<file path="src/rtl/dbi_tx_sequencer.sv">
// Purpose : MIPI DBI Type-B (8080, 8-bit) write-only panel sequencer: on a start
//           edge, sends the panel init/address commands, then streams one frame of pixel bytes.
// Latency : the first byte slot starts the cycle after the start edge; each byte slot is
//           2*HALF_CYC cycles, and each pixel slot is preceded by at least one ready cycle.
// Backpressure: pxl_rdy_o is high only at pixel slot boundaries; while pxl_vld_i is low the
//           bus holds with wrx high and the frame simply stretches.
// Optional: `define DBI_TX_CONTINUOUS_EN to loop MWR_CMD + pixels while start stays high at DONE.
// Ports   : clk/rst_n (async active-low); dbi_tx_start_i level (rising edge = start);
//           addr_*_i command codes and cmd_*_i column/row parameters (sampled on start);
//           pxl_data_i/pxl_vld_i/pxl_rdy_o pixel stream; dbi_csx_o/dbi_dcx_o/dbi_wrx_o/dbi_d_o
//           panel bus (all registered); busy_o frame in progress; frame_done_o 1-cycle pulse.
module dbi_tx_sequencer #(
  parameter int DATA_W      = 8,
  parameter int CONF_DATA_W = 8,
  parameter int HALF_CYC    = 2,
  parameter int RST_DLY_CYC = 16,
  parameter int PIXEL_BYTES = 153600
) (
  input  logic                   clk,
  input  logic                   rst_n,
  input  logic                   dbi_tx_start_i,
  input  logic [CONF_DATA_W-1:0] addr_soft_rst_i,
  input  logic [CONF_DATA_W-1:0] addr_disp_on_i,
  input  logic [CONF_DATA_W-1:0] addr_col_i,
  input  logic [CONF_DATA_W-1:0] addr_row_i,
  input  logic [CONF_DATA_W-1:0] addr_mem_wr_i,
  input  logic [CONF_DATA_W-1:0] cmd_s_col_h_i,
  input  logic [CONF_DATA_W-1:0] cmd_s_col_l_i,
  input  logic [CONF_DATA_W-1:0] cmd_e_col_h_i,
  input  logic [CONF_DATA_W-1:0] cmd_e_col_l_i,
  input  logic [CONF_DATA_W-1:0] cmd_s_row_h_i,
  input  logic [CONF_DATA_W-1:0] cmd_s_row_l_i,
  input  logic [CONF_DATA_W-1:0] cmd_e_row_h_i,
  input  logic [CONF_DATA_W-1:0] cmd_e_row_l_i,
  input  logic [DATA_W-1:0]      pxl_data_i,
  input  logic                   pxl_vld_i,
  output logic                   pxl_rdy_o,
  output logic                   dbi_csx_o,
  output logic                   dbi_dcx_o,
  output logic                   dbi_wrx_o,
  output logic [DATA_W-1:0]      dbi_d_o,
  output logic                   busy_o,
  output logic                   frame_done_o
);

  localparam int SCW = $clog2(2 * HALF_CYC + 1);
  localparam int WCW = $clog2(RST_DLY_CYC + 1);
  localparam int PCW = $clog2(PIXEL_BYTES + 1);

  localparam logic [SCW-1:0] SLOT_LAST = SCW'(2 * HALF_CYC - 1);
  localparam logic [SCW-1:0] WRX_RISE  = SCW'(HALF_CYC - 1);
  localparam logic [WCW-1:0] WAIT_LAST = WCW'(RST_DLY_CYC - 1);
  localparam logic [PCW-1:0] PIX_LAST  = PCW'(PIXEL_BYTES - 1);

  typedef enum logic [3:0] {
    IDLE, SRST_CMD, RST_WAIT, DISP_CMD, COL_CMD, COL_PRM,
    ROW_CMD, ROW_PRM, MWR_CMD, PIXEL, DONE
  } state_t;

  state_t           state, state_nxt;
  logic [SCW-1:0]   slot_cnt, slot_cnt_nxt;
  logic [WCW-1:0]   wait_cnt, wait_cnt_nxt;
  logic [1:0]       prm_idx, prm_idx_nxt;
  logic [PCW-1:0]   pix_cnt, pix_cnt_nxt;
  logic             csx_nxt, dcx_nxt, wrx_nxt, rdy_nxt, busy_nxt, done_nxt;
  logic [DATA_W-1:0] d_nxt;
  logic             start_q;
  logic             start_edge;

  // Shadow copies of the configuration, frozen at the accepted start edge.
  logic [CONF_DATA_W-1:0] sh_disp_on, sh_col, sh_row, sh_mem_wr;
  logic [CONF_DATA_W-1:0] sh_col_prm [4];
  logic [CONF_DATA_W-1:0] sh_row_prm [4];

  // Slot control: 'step' advances the slot in progress, 'load' starts a new one.
  logic              step, load, load_dcx;
  logic [DATA_W-1:0] load_d;
  logic              slot_end;

  assign start_edge = dbi_tx_start_i & ~start_q;
  assign slot_end   = (slot_cnt == SLOT_LAST);

  always_ff @(posedge clk or negedge rst_n) begin
    if (!rst_n) begin
      start_q <= 1'b0;
    end else begin
      start_q <= dbi_tx_start_i;
    end
  end

  always_ff @(posedge clk or negedge rst_n) begin
    if (!rst_n) begin
      sh_disp_on <= '0;
      sh_col     <= '0;
      sh_row     <= '0;
      sh_mem_wr  <= '0;
      for (int i = 0; i < 4; i++) begin
        sh_col_prm[i] <= '0;
        sh_row_prm[i] <= '0;
      end
    end else if (state == IDLE && start_edge) begin
      sh_disp_on    <= addr_disp_on_i;
      sh_col        <= addr_col_i;
      sh_row        <= addr_row_i;
      sh_mem_wr     <= addr_mem_wr_i;
      sh_col_prm[0] <= cmd_s_col_h_i;
      sh_col_prm[1] <= cmd_s_col_l_i;
      sh_col_prm[2] <= cmd_e_col_h_i;
      sh_col_prm[3] <= cmd_e_col_l_i;
      sh_row_prm[0] <= cmd_s_row_h_i;
      sh_row_prm[1] <= cmd_s_row_l_i;
      sh_row_prm[2] <= cmd_e_row_h_i;
      sh_row_prm[3] <= cmd_e_row_l_i;
    end
  end

  always_ff @(posedge clk or negedge rst_n) begin
    if (!rst_n) begin
      state        <= IDLE;
      slot_cnt     <= '0;
      wait_cnt     <= '0;
      prm_idx      <= '0;
      pix_cnt      <= '0;
      dbi_csx_o    <= 1'b1;
      dbi_dcx_o    <= 1'b1;
      dbi_wrx_o    <= 1'b1;
      dbi_d_o      <= '0;
      pxl_rdy_o    <= 1'b0;
      busy_o       <= 1'b0;
      frame_done_o <= 1'b0;
    end else begin
      state        <= state_nxt;
      slot_cnt     <= slot_cnt_nxt;
      wait_cnt     <= wait_cnt_nxt;
      prm_idx      <= prm_idx_nxt;
      pix_cnt      <= pix_cnt_nxt;
      dbi_csx_o    <= csx_nxt;
      dbi_dcx_o    <= dcx_nxt;
      dbi_wrx_o    <= wrx_nxt;
      dbi_d_o      <= d_nxt;
      pxl_rdy_o    <= rdy_nxt;
      busy_o       <= busy_nxt;
      frame_done_o <= done_nxt;
    end
  end

  always_comb begin
    state_nxt    = state;
    slot_cnt_nxt = slot_cnt;
    wait_cnt_nxt = wait_cnt;
    prm_idx_nxt  = prm_idx;
    pix_cnt_nxt  = pix_cnt;
    csx_nxt      = dbi_csx_o;
    dcx_nxt      = dbi_dcx_o;
    wrx_nxt      = dbi_wrx_o;
    d_nxt        = dbi_d_o;
    rdy_nxt      = pxl_rdy_o;
    busy_nxt     = busy_o;
    done_nxt     = 1'b0;
    step         = 1'b0;
    load         = 1'b0;
    load_dcx     = 1'b1;
    load_d       = '0;

    case (state)
      IDLE: begin
        if (start_edge) begin
          load        = 1'b1;
          load_d      = DATA_W'(addr_soft_rst_i);
          load_dcx    = 1'b0;
          csx_nxt     = 1'b0;
          busy_nxt    = 1'b1;
          pix_cnt_nxt = '0;
          state_nxt   = SRST_CMD;
        end
      end
      SRST_CMD: begin
        step = 1'b1;
        if (slot_end) begin
          wait_cnt_nxt = '0;
          state_nxt    = RST_WAIT;
        end
      end
      RST_WAIT: begin
        // wrx is already high from the tail of the soft-reset slot.
        if (wait_cnt == WAIT_LAST) begin
          load      = 1'b1;
          load_d    = DATA_W'(sh_disp_on);
          load_dcx  = 1'b0;
          state_nxt = DISP_CMD;
        end else begin
          wait_cnt_nxt = wait_cnt + WCW'(1);
        end
      end
      DISP_CMD: begin
        step = 1'b1;
        if (slot_end) begin
          load      = 1'b1;
          load_d    = DATA_W'(sh_col);
          load_dcx  = 1'b0;
          state_nxt = COL_CMD;
        end
      end
      COL_CMD: begin
        step = 1'b1;
        if (slot_end) begin
          load        = 1'b1;
          load_d      = DATA_W'(sh_col_prm[0]);
          prm_idx_nxt = '0;
          state_nxt   = COL_PRM;
        end
      end
      COL_PRM: begin
        step = 1'b1;
        if (slot_end) begin
          load = 1'b1;
          if (prm_idx == 2'd3) begin
            load_d    = DATA_W'(sh_row);
            load_dcx  = 1'b0;
            state_nxt = ROW_CMD;
          end else begin
            load_d      = DATA_W'(sh_col_prm[prm_idx + 2'd1]);
            prm_idx_nxt = prm_idx + 2'd1;
          end
        end
      end
      ROW_CMD: begin
        step = 1'b1;
        if (slot_end) begin
          load        = 1'b1;
          load_d      = DATA_W'(sh_row_prm[0]);
          prm_idx_nxt = '0;
          state_nxt   = ROW_PRM;
        end
      end
      ROW_PRM: begin
        step = 1'b1;
        if (slot_end) begin
          load = 1'b1;
          if (prm_idx == 2'd3) begin
            load_d    = DATA_W'(sh_mem_wr);
            load_dcx  = 1'b0;
            state_nxt = MWR_CMD;
          end else begin
            load_d      = DATA_W'(sh_row_prm[prm_idx + 2'd1]);
            prm_idx_nxt = prm_idx + 2'd1;
          end
        end
      end
      MWR_CMD: begin
        step = 1'b1;
        if (slot_end) begin
          rdy_nxt   = 1'b1;
          state_nxt = PIXEL;
        end
      end
      PIXEL: begin
        // pxl_rdy_o doubles as the "waiting at slot boundary" flag.
        if (pxl_rdy_o) begin
          if (pxl_vld_i) begin
            load    = 1'b1;
            load_d  = pxl_data_i;
            rdy_nxt = 1'b0;
          end
        end else begin
          step = 1'b1;
          if (slot_end) begin
            pix_cnt_nxt = pix_cnt + PCW'(1);
            if (pix_cnt == PIX_LAST) begin
              done_nxt  = 1'b1;
`ifndef DBI_TX_CONTINUOUS_EN
              csx_nxt   = 1'b1;
`endif
              state_nxt = DONE;
            end else begin
              rdy_nxt = 1'b1;
            end
          end
        end
      end
      DONE: begin
        pix_cnt_nxt = '0;
`ifdef DBI_TX_CONTINUOUS_EN
        // Chip select is held low through DONE so a looped frame stays in one transaction.
        if (dbi_tx_start_i) begin
          load      = 1'b1;
          load_d    = DATA_W'(sh_mem_wr);
          load_dcx  = 1'b0;
          state_nxt = MWR_CMD;
        end else begin
          csx_nxt   = 1'b1;
          busy_nxt  = 1'b0;
          state_nxt = IDLE;
        end
`else
        busy_nxt  = 1'b0;
        state_nxt = IDLE;
`endif
      end
      default: begin
        state_nxt = IDLE;
      end
    endcase

    if (step) begin
      if (slot_end) begin
        slot_cnt_nxt = '0;
      end else begin
        slot_cnt_nxt = slot_cnt + SCW'(1);
        if (slot_cnt == WRX_RISE) begin
          wrx_nxt = 1'b1;
        end
      end
    end

    if (load) begin
      d_nxt        = load_d;
      dcx_nxt      = load_dcx;
      wrx_nxt      = 1'b0;
      slot_cnt_nxt = '0;
    end
  end

endmodule

</file>
<file path="config.mk">
export PLATFORM = sky130hd
export DESIGN_NAME = dbi_tx_sequencer
export DESIGN_NICKNAME = d
export VERILOG_FILES = /design/src/rtl/dbi_tx_sequencer.sv
export SDC_FILE = /design/constraint.sdc
export NUM_CORES = 1
export LEC_CHECK = 0
export ABC_AREA = 0
export CAP_MARGIN = 25
export CORE_ASPECT_RATIO = 0.6
export CORE_MARGIN = 5
export CORE_UTILIZATION = 30
export DETAILED_ROUTE_END_ITERATION = 16
export PLACE_DENSITY = 0.47
export SLEW_MARGIN = 20
export SYNTH_ARGS = -nofsm -noshare
export SYNTH_HDL_FRONTEND = slang
export SYNTH_SLANG_ARGS = --single-unit
</file>
<file path="constraint.sdc">
create_clock -name clk -period 2.6 [get_ports clk]
set_input_delay 0.52 -clock clk [delete_from_list [all_inputs] [get_ports clk]]
set_output_delay 0.52 -clock clk [all_outputs]
set_load 0.02 [all_outputs]
</file>
==> results.toml, run 1 <==
[placement]
place_ws_ns = -0.0972
detailed_place.area_mm2 = 0.00905
io_buffer_count = 129
detailedPlacementHpwl_um = 17500
dp_cells = 1243
gpl.final_weighted_congestion = 0.824

[drt]
firstDrtPassIters = 7
vias = 6227
detail_route.wirelength_um = 23500
wirelength_met1_um = 13300
routedWlPerCell_um = 18.5
route.antenna.remaining_nets = 0
routed.top_layer = "met4"
vias_per_cell = 4.89
initialDrtViolationCount = 541
drcViolationCount = 0
route.met2.wl_um = 8570
detailroute.wirelength.met3_um = 1430

[yosys]
synth_warnings = 0
xor_xnor_share_of_the_synthesized_area_pct = 0.859
post_synth_mux_area_share_pct = 4.23
syn_inst = 797
synth_ff_type = "sky130_fd_sc_hd__dfrtp_1"
synth_adder_area_share_pct = 1.23
synth_compound_gate_area_share_pct = 11.7
flops_latches_synth = 143
yosys.area.top_type = "sky130_fd_sc_hd__dfrtp_1"
syn_area_per_cell_um2 = 8.95
synth-edff-count = 0
largest_cells_by_area_after_synthesis = "sky130_fd_sc_hd__dfrtp_1 (49%), sky130_fd_sc_hd__nand2_1 (16%), sky130_fd_sc_hd__mux4_2 (2.5%)"
synthDistinctLibCells = 60
synth.top_cell.area_share_pct = 49.1
synth_simple_gate_area_share_pct = 28.0
synth_top_family_by_area = "simple AND/OR/NAND/NOR gates"
netlist_top_cells_count = "sky130_fd_sc_hd__nand2_1 (311), sky130_fd_sc_hd__dfrtp_1 (140), sky130_fd_sc_hd__nor2_1 (27), sky130_fd_sc_hd__o21ai_0 (27), sky130_fd_sc_hd__nor2b_1 (24)"
synth.yosys.seq_area_share_pct = 50.2
async_flop_share_pct = 100
synthesis.nets = 920
count_leader_synth = "sky130_fd_sc_hd__nand2_1"
synthesis.area_mm2 = 0.00714

[timing]
worst_slew_margin_rel_pct = 40.1
fmaxAchievable_mhz = 410
final_critical_path_setup_slack_ns = 0.161
worst_clock_skew_ns = 0.00769
number_of_setup_violations_in_the_final_report = 0
fin_crit_sh_pct = 93.8
timing_hold_violations_final = 0
timing_worst_slew_pin_value_ns = 0.876
grt_setup_unrepaired = "no"
drv_slew = 0
finalWorstPathRequiredPeriod_ns = 2.44

[grt]
first_global_vias = 6233
grt_start_max_net_pins = 73
grt_pass1_wl_um = 37600
initial_antenna_violation_count = 0
overflow = 0
grt_use_total_pct = 18.0

[final_layout]
final-instance-count-excl-fill = 1273
finish.net_count = 1070
postLayoutCellArea_mm2 = 0.00959
layout.filler_cells = 2316
post-route-util_pct = 41.3
syn2layout_area_growth_pct = 34.4
antennaDiodeCount = 0
share_of_post_route_cells_with_drive_strength_above_1_pct = 11.5
register_area_mm2 = 0.00358
multi_input_logic_area_mm2 = 0.00330

[worst_setup_path]
r2r_setup_slack_ns = 0.16
timing.critical_path.fanout_max = 10
cpLargestDelayFamily = "buffers and inverters"
r2r-end = "dbi_d_o[2]$_DFFE_PN0N_"
worst_setup_path_end_kind = "flop"
crit_path_start = "state[1]$_DFFE_PN0P_"
slowest_stage = "sky130_fd_sc_hd__dfrtp_1"
critPathBufInv = 5
timing.setup.critical_path_class = "reg -> reg"
critPathMaxStageDelay_ns = 0.50
worst-r2r-cell-count = 10
reg_to_reg_startpoint = "state[1]$_DFFE_PN0P_"
cpMostUsedCell = "sky130_fd_sc_hd__buf_4"
crit_path_cell_trace = "buf_4 -> nor2b_1 -> nand2_1 -> buf_4 -> buf_4 -> a2111oi_0 -> buf_4 -> o31ai_1 -> buf_4 -> nand3_1"
crit_path_start_kind = "flop"
critPathRequiredTime_ns = 2.96
worstPathArrival_ns = 2.80

[cts]
h-tree-depth = 4
hold_buffers_post_cts = 0
cts_buffer_depth = 2
cts-root-buf = "sky130_fd_sc_hd__clkbuf_16"
tritoncts_num_sinks = 143
tritoncts = "yes"
numCtsBuffers = 17
insertion_delay_ns = 0.43
clock_slew_at_reported_path_ffs_ns = 0.06
cts_setup_buffers = 0

[floorplan]
die_width_um = 209
initial_utilization_pct = 30.7
design.portCount = 130
floorplan.die.height_um = 129
core_area_mm2 = 0.0232
placementRows = 43
die-area_mm2 = 0.0271

[status]
outcome = "complete, no violations"

[power_and_ir_drop]
power.static_leakage_uw = 0.00439
worst_ir_drop_vdd_mv = 0.384
power_uw = 10000
power.density_cell_area_mw_per_mm2 = 1040

[run]
drv_cap = 0

[min_path]
worst_hold_path_type = "in -> async"
flip-flops by register name, indices dropped and copies added, names as in the netlist:
| name | count |
|---|---|
| sh_col_prm | 32 |
| sh_row_prm | 32 |
| pix_cnt | 18 |
| dbi_d_o | 8 |
| sh_col | 8 |
| sh_disp_on | 8 |
| sh_mem_wr | 8 |
| sh_row | 8 |
| wait_cnt | 5 |
| state | 4 |
| slot_cnt | 3 |
| prm_idx | 2 |
| busy_o | 1 |
| dbi_csx_o | 1 |
| dbi_dcx_o | 1 |
| dbi_wrx_o | 1 |
| frame_done_o | 1 |
| pxl_rdy_o | 1 |
| start_q | 1 |
cell type report:
type | count | share of cell area, %
sequential | 143 | 37.3
inverter | 14 | 0.548
tap | 315 | 4.11
clock buffer | 19 | 4.62
clock inverter | 11 | 0.991
timing repair buffer | 179 | 18.0
multi-input combinational | 592 | 34.4
metal layers:
metal	track usage, %	vias to the layer above
li1	-	3034
met1	30.2	2992
met2	22.3	183
met4	4.10	0
met5	0	-
met3	4.52	18
worst max-delay path by stage:
stage | to | slack, ns | cells past startpoint
5_1_grt | dbi_d_o[2]$_DFFE_PN0N_ | 0.04 | 10
2_1_floorplan | dbi_d_o[6]$_DFFE_PN0N_ | 0.47 | 8
4_1_cts | dbi_d_o[0]$_DFFE_PN0N_ | 0.06 | 9
3_5_place_dp | dbi_d_o[0]$_DFFE_PN0N_ | -0.1 | 9
6_report | dbi_d_o[2]$_DFFE_PN0N_ | 0.16 | 10
3_3_place_gp | dbi_d_o[0]$_DFFE_PN0N_ | -0.02 | 9
logic make-up after synthesis:
family / after synthesis
buffers and inverters: 62
adders and majority gates: 7
and+or+nand+nor: 445
AOI/OAI and AO/OA: 113
muxes: 20
DFF: 143
xor gates and xnor gates: 7
timing repair:
item | CTS | global route
resized for setup | 1 | 1
hold endpoints to repair | 0 | 0
endpoints found under the setup margin | 1 | 1
cloned | 0 | 0
cell usage in the layout, fill, tap and decap left out, types with 8 or more instances in the layout:
| cell type | count |
|---|---|
| sky130_fd_sc_hd__o31ai_1 | 14 |
| sky130_fd_sc_hd__and3_1 | 10 |
| sky130_fd_sc_hd__mux4_2 | 8 |
| sky130_fd_sc_hd__nand2_1 | 311 |
| sky130_fd_sc_hd__dfrtp_1 | 140 |
| sky130_fd_sc_hd__a2111oi_0 | 14 |
| sky130_fd_sc_hd__a21oi_1 | 16 |
| sky130_fd_sc_hd__a221o_1 | 8 |
| sky130_fd_sc_hd__nor2b_1 | 23 |
| sky130_fd_sc_hd__o21ai_0 | 27 |
| sky130_fd_sc_hd__clkdlybuf4s50_1 | 128 |
| sky130_fd_sc_hd__mux2i_1 | 11 |
| sky130_fd_sc_hd__clkbuf_16 | 17 |
| sky130_fd_sc_hd__nor2_1 | 27 |
| sky130_fd_sc_hd__buf_4 | 45 |
| sky130_fd_sc_hd__a211oi_1 | 8 |
| sky130_fd_sc_hd__inv_1 | 14 |
| sky130_fd_sc_hd__nand3_1 | 17 |
where the power goes:
part           internal (µW)  leakage (µW)  switching [µW]
clock                   1320      0.000260             964
sequential              3100       0.00181             674
combinational           1800       0.00231            2160
total                   6220       0.00439            3800
per-stage QoR:
step	setup TNS [ns]	hold WS, ns
finish	0	0.0148
global route	0	0.0281
CTS	0	0.0177
detailed placement	-0.0972	0.458
global placement	-0.0241	0.456
floorplan	0	0.224
worst register-to-register path, delay by kind of cell, from the launching register on:
family	cells	cell delay, ns
buffers and inverters	5	0.91
AOI/OAI and AO/OA	2	0.56
DFF	1	0.50
and+or+nand+nor	3	0.39
Power figures use the tool's default switching activity.
==> run 2: changes to the inputs <==
CTS_CLUSTER_SIZE = 30   (was not set)
==> results of run 2 <==
Same layout as run 1: the final DEF is identical, and so are final timing and power.
==> run 3: changes to the inputs <==
ABC_CLOCK_PERIOD_IN_PS = 2600   (was not set)
GPL_TIMING_DRIVEN = 0   (was not set)
SLEW_MARGIN = not set   (was 20)
==> run 3 against run 2 <==
Compared with the run above:
- clock-buffer cell count is the same
- critical path depth is 4 lower
- utilization is 0.39 points lower
==> results.toml, run 3 (synthesized netlist as in run 1, its figures left out) <==
[grt]
first_global_vias = 6172
grt_pass1_wl_um = 38000
grt_start_max_net_pins = 93
initial_antenna_violation_count = 0
grt_use_total_pct = 18.6
overflow = 0

[run]
drv_cap = 0

[floorplan]
design.portCount = 130
initial_utilization_pct = 30.7
placementRows = 43
die_width_um = 209
floorplan.die.height_um = 129
die-area_mm2 = 0.0271
core_area_mm2 = 0.0232

[power_and_ir_drop]
worst_ir_drop_vdd_mv = 0.376
power.static_leakage_uw = 0.00428
power_uw = 10100
power.density_cell_area_mw_per_mm2 = 1060

[placement]
place_ws_ns = -0.545
detailedPlacementHpwl_um = 18400
dp_cells = 1245
gpl.final_weighted_congestion = 0.799
io_buffer_count = 129

[final_layout]
post-route-util_pct = 40.9
final-instance-count-excl-fill = 1275
layout.filler_cells = 2380
largest_registers = "sh_col_prm x32, sh_row_prm x32, pix_cnt x18"
share_of_post_route_cells_with_drive_strength_above_1_pct = 9.69
syn2layout_area_growth_pct = 33.2
antennaDiodeCount = 0
finish.net_count = 1071
mostFrequentLayoutCells = "sky130_fd_sc_hd__nand2_1 (311), sky130_fd_sc_hd__dfrtp_1 (140), sky130_fd_sc_hd__clkdlybuf4s50_1 (128), sky130_fd_sc_hd__o21ai_0 (27), sky130_fd_sc_hd__nor2_1 (27)"
layout.cells.most_common = "sky130_fd_sc_hd__nand2_1"

[drt]
routedWlPerCell_um = 19.4
vias_per_cell = 4.90
drcViolationCount = 0
firstDrtPassIters = 6
vias = 6250
initialDrtViolationCount = 485
detail_route.wirelength_um = 24700
route.antenna.remaining_nets = 0

[worst_setup_path]
worst_setup_path_end_kind = "flop"
timing.setup.critical_path_class = "reg -> reg"
critPathRequiredTime_ns = 2.96
crit_path_start_kind = "flop"
timing.critical_path.fanout_max = 10
worstPathArrival_ns = 2.90

[timing]
timing_hold_violations_final = 0
worst_clock_skew_ns = 0.0140
timing_worst_slew_pin_value_ns = 0.882
fmaxAchievable_mhz = 393
number_of_setup_violations_in_the_final_report = 0
finalWorstPathRequiredPeriod_ns = 2.55
fin_crit_sh_pct = 97.9
worst_slew_margin_rel_pct = 41.0
drv_slew = 0
final_critical_path_setup_slack_ns = 0.0545

[cts]
insertion_delay_ns = 0.43
cts-root-buf = "sky130_fd_sc_hd__clkbuf_16"
tritoncts_num_sinks = 143
tritoncts = "yes"
h-tree-depth = 4
cts_buffer_depth = 2
cts_setup_buffers = 0
numCtsBuffers = 17
clock_slew_at_reported_path_ffs_ns = 0.06

[status]
outcome = "complete, no violations"

[min_path]
worst_hold_path_type = "in -> async"
run 3: per-stage QoR:
stage	hold WS, ns	setup TNS, ns	instance area (µm²)
after detailed placement	0.460	-5.80	8860
after global routing	0.0667	-0.0172	9500
after CTS	0.0524	0	9440
final	0.0488	0	9500
after floorplan	0.224	0	7140
after global placement	0.455	-760.72	8820
run 3: path summary, 6_finish.rpt:
path | start | end | slack [ns] | depth (start not counted)
worst max-delay path | state[3]$_DFFE_PN0P_ | dbi_d_o[7]$_DFFE_PN0N_ | 0.05 | 6
worst min-delay path | rst_n | sh_disp_on[1]$_DFFE_PN0P_ | 0.05 | 1
worst max register to register | state[3]$_DFFE_PN0P_ | dbi_d_o[7]$_DFFE_PN0N_ | 0.05 | 6
worst min register to register | sh_col_prm[16]$_DFFE_PN0P_ | sh_col_prm[16]$_DFFE_PN0P_ | 0.47 | 2
max in group asynchronous | rst_n | sh_col_prm[5]$_DFFE_PN0P_ | 1.69 | 2
min in group clk | sh_col_prm[16]$_DFFE_PN0P_ | sh_col_prm[16]$_DFFE_PN0P_ | 0.47 | 2
run 3: power by group:
part | switching, µW | internal [µW] | total (µW)
registers | 659 | 3090 | 3750
clock network | 1030 | 1440 | 2470
logic | 2240 | 1630 | 3870
run 3: layout make-up:
type,count,area [µm²],share of cell area [%]
Sequential cell,143,3580,37.7
Multi-Input combinational cell,592,3340,35.1
Timing Repair Buffer,133,1330,14.0
Clock buffer,19,443,4.66
Tap cell,315,394,4.15
Buffer,47,223,2.34
Clock inverter,12,138,1.45
Inverter,14,52.6,0.553
run 3: per-layer routing:
metal	vias to the layer above	routed length [µm]	track usage [%]
met5	-	0	0
met4	0	192	4.22
met3	13	1720	4.86
met2	182	9260	23.6
met1	3028	13500	30.5
li1	3027	-	-
run 3: worst max-delay path, stage by stage, from the launching register on:
cell,delay (ns)
sky130_fd_sc_hd__dfrtp_1,0.43
sky130_fd_sc_hd__buf_4,0.21
sky130_fd_sc_hd__nor2b_1,0.31
sky130_fd_sc_hd__nand2_1,0.32
sky130_fd_sc_hd__a2111oi_1,0.88
sky130_fd_sc_hd__o31ai_2,0.21
sky130_fd_sc_hd__nand3_1,0.11
run 3: timing repair:
action | CTS | global route
resized for setup | 4 | 15
endpoints found under the setup margin | 8 | 10
hold buffers | 0 | 0
pin swaps | 0 | 2
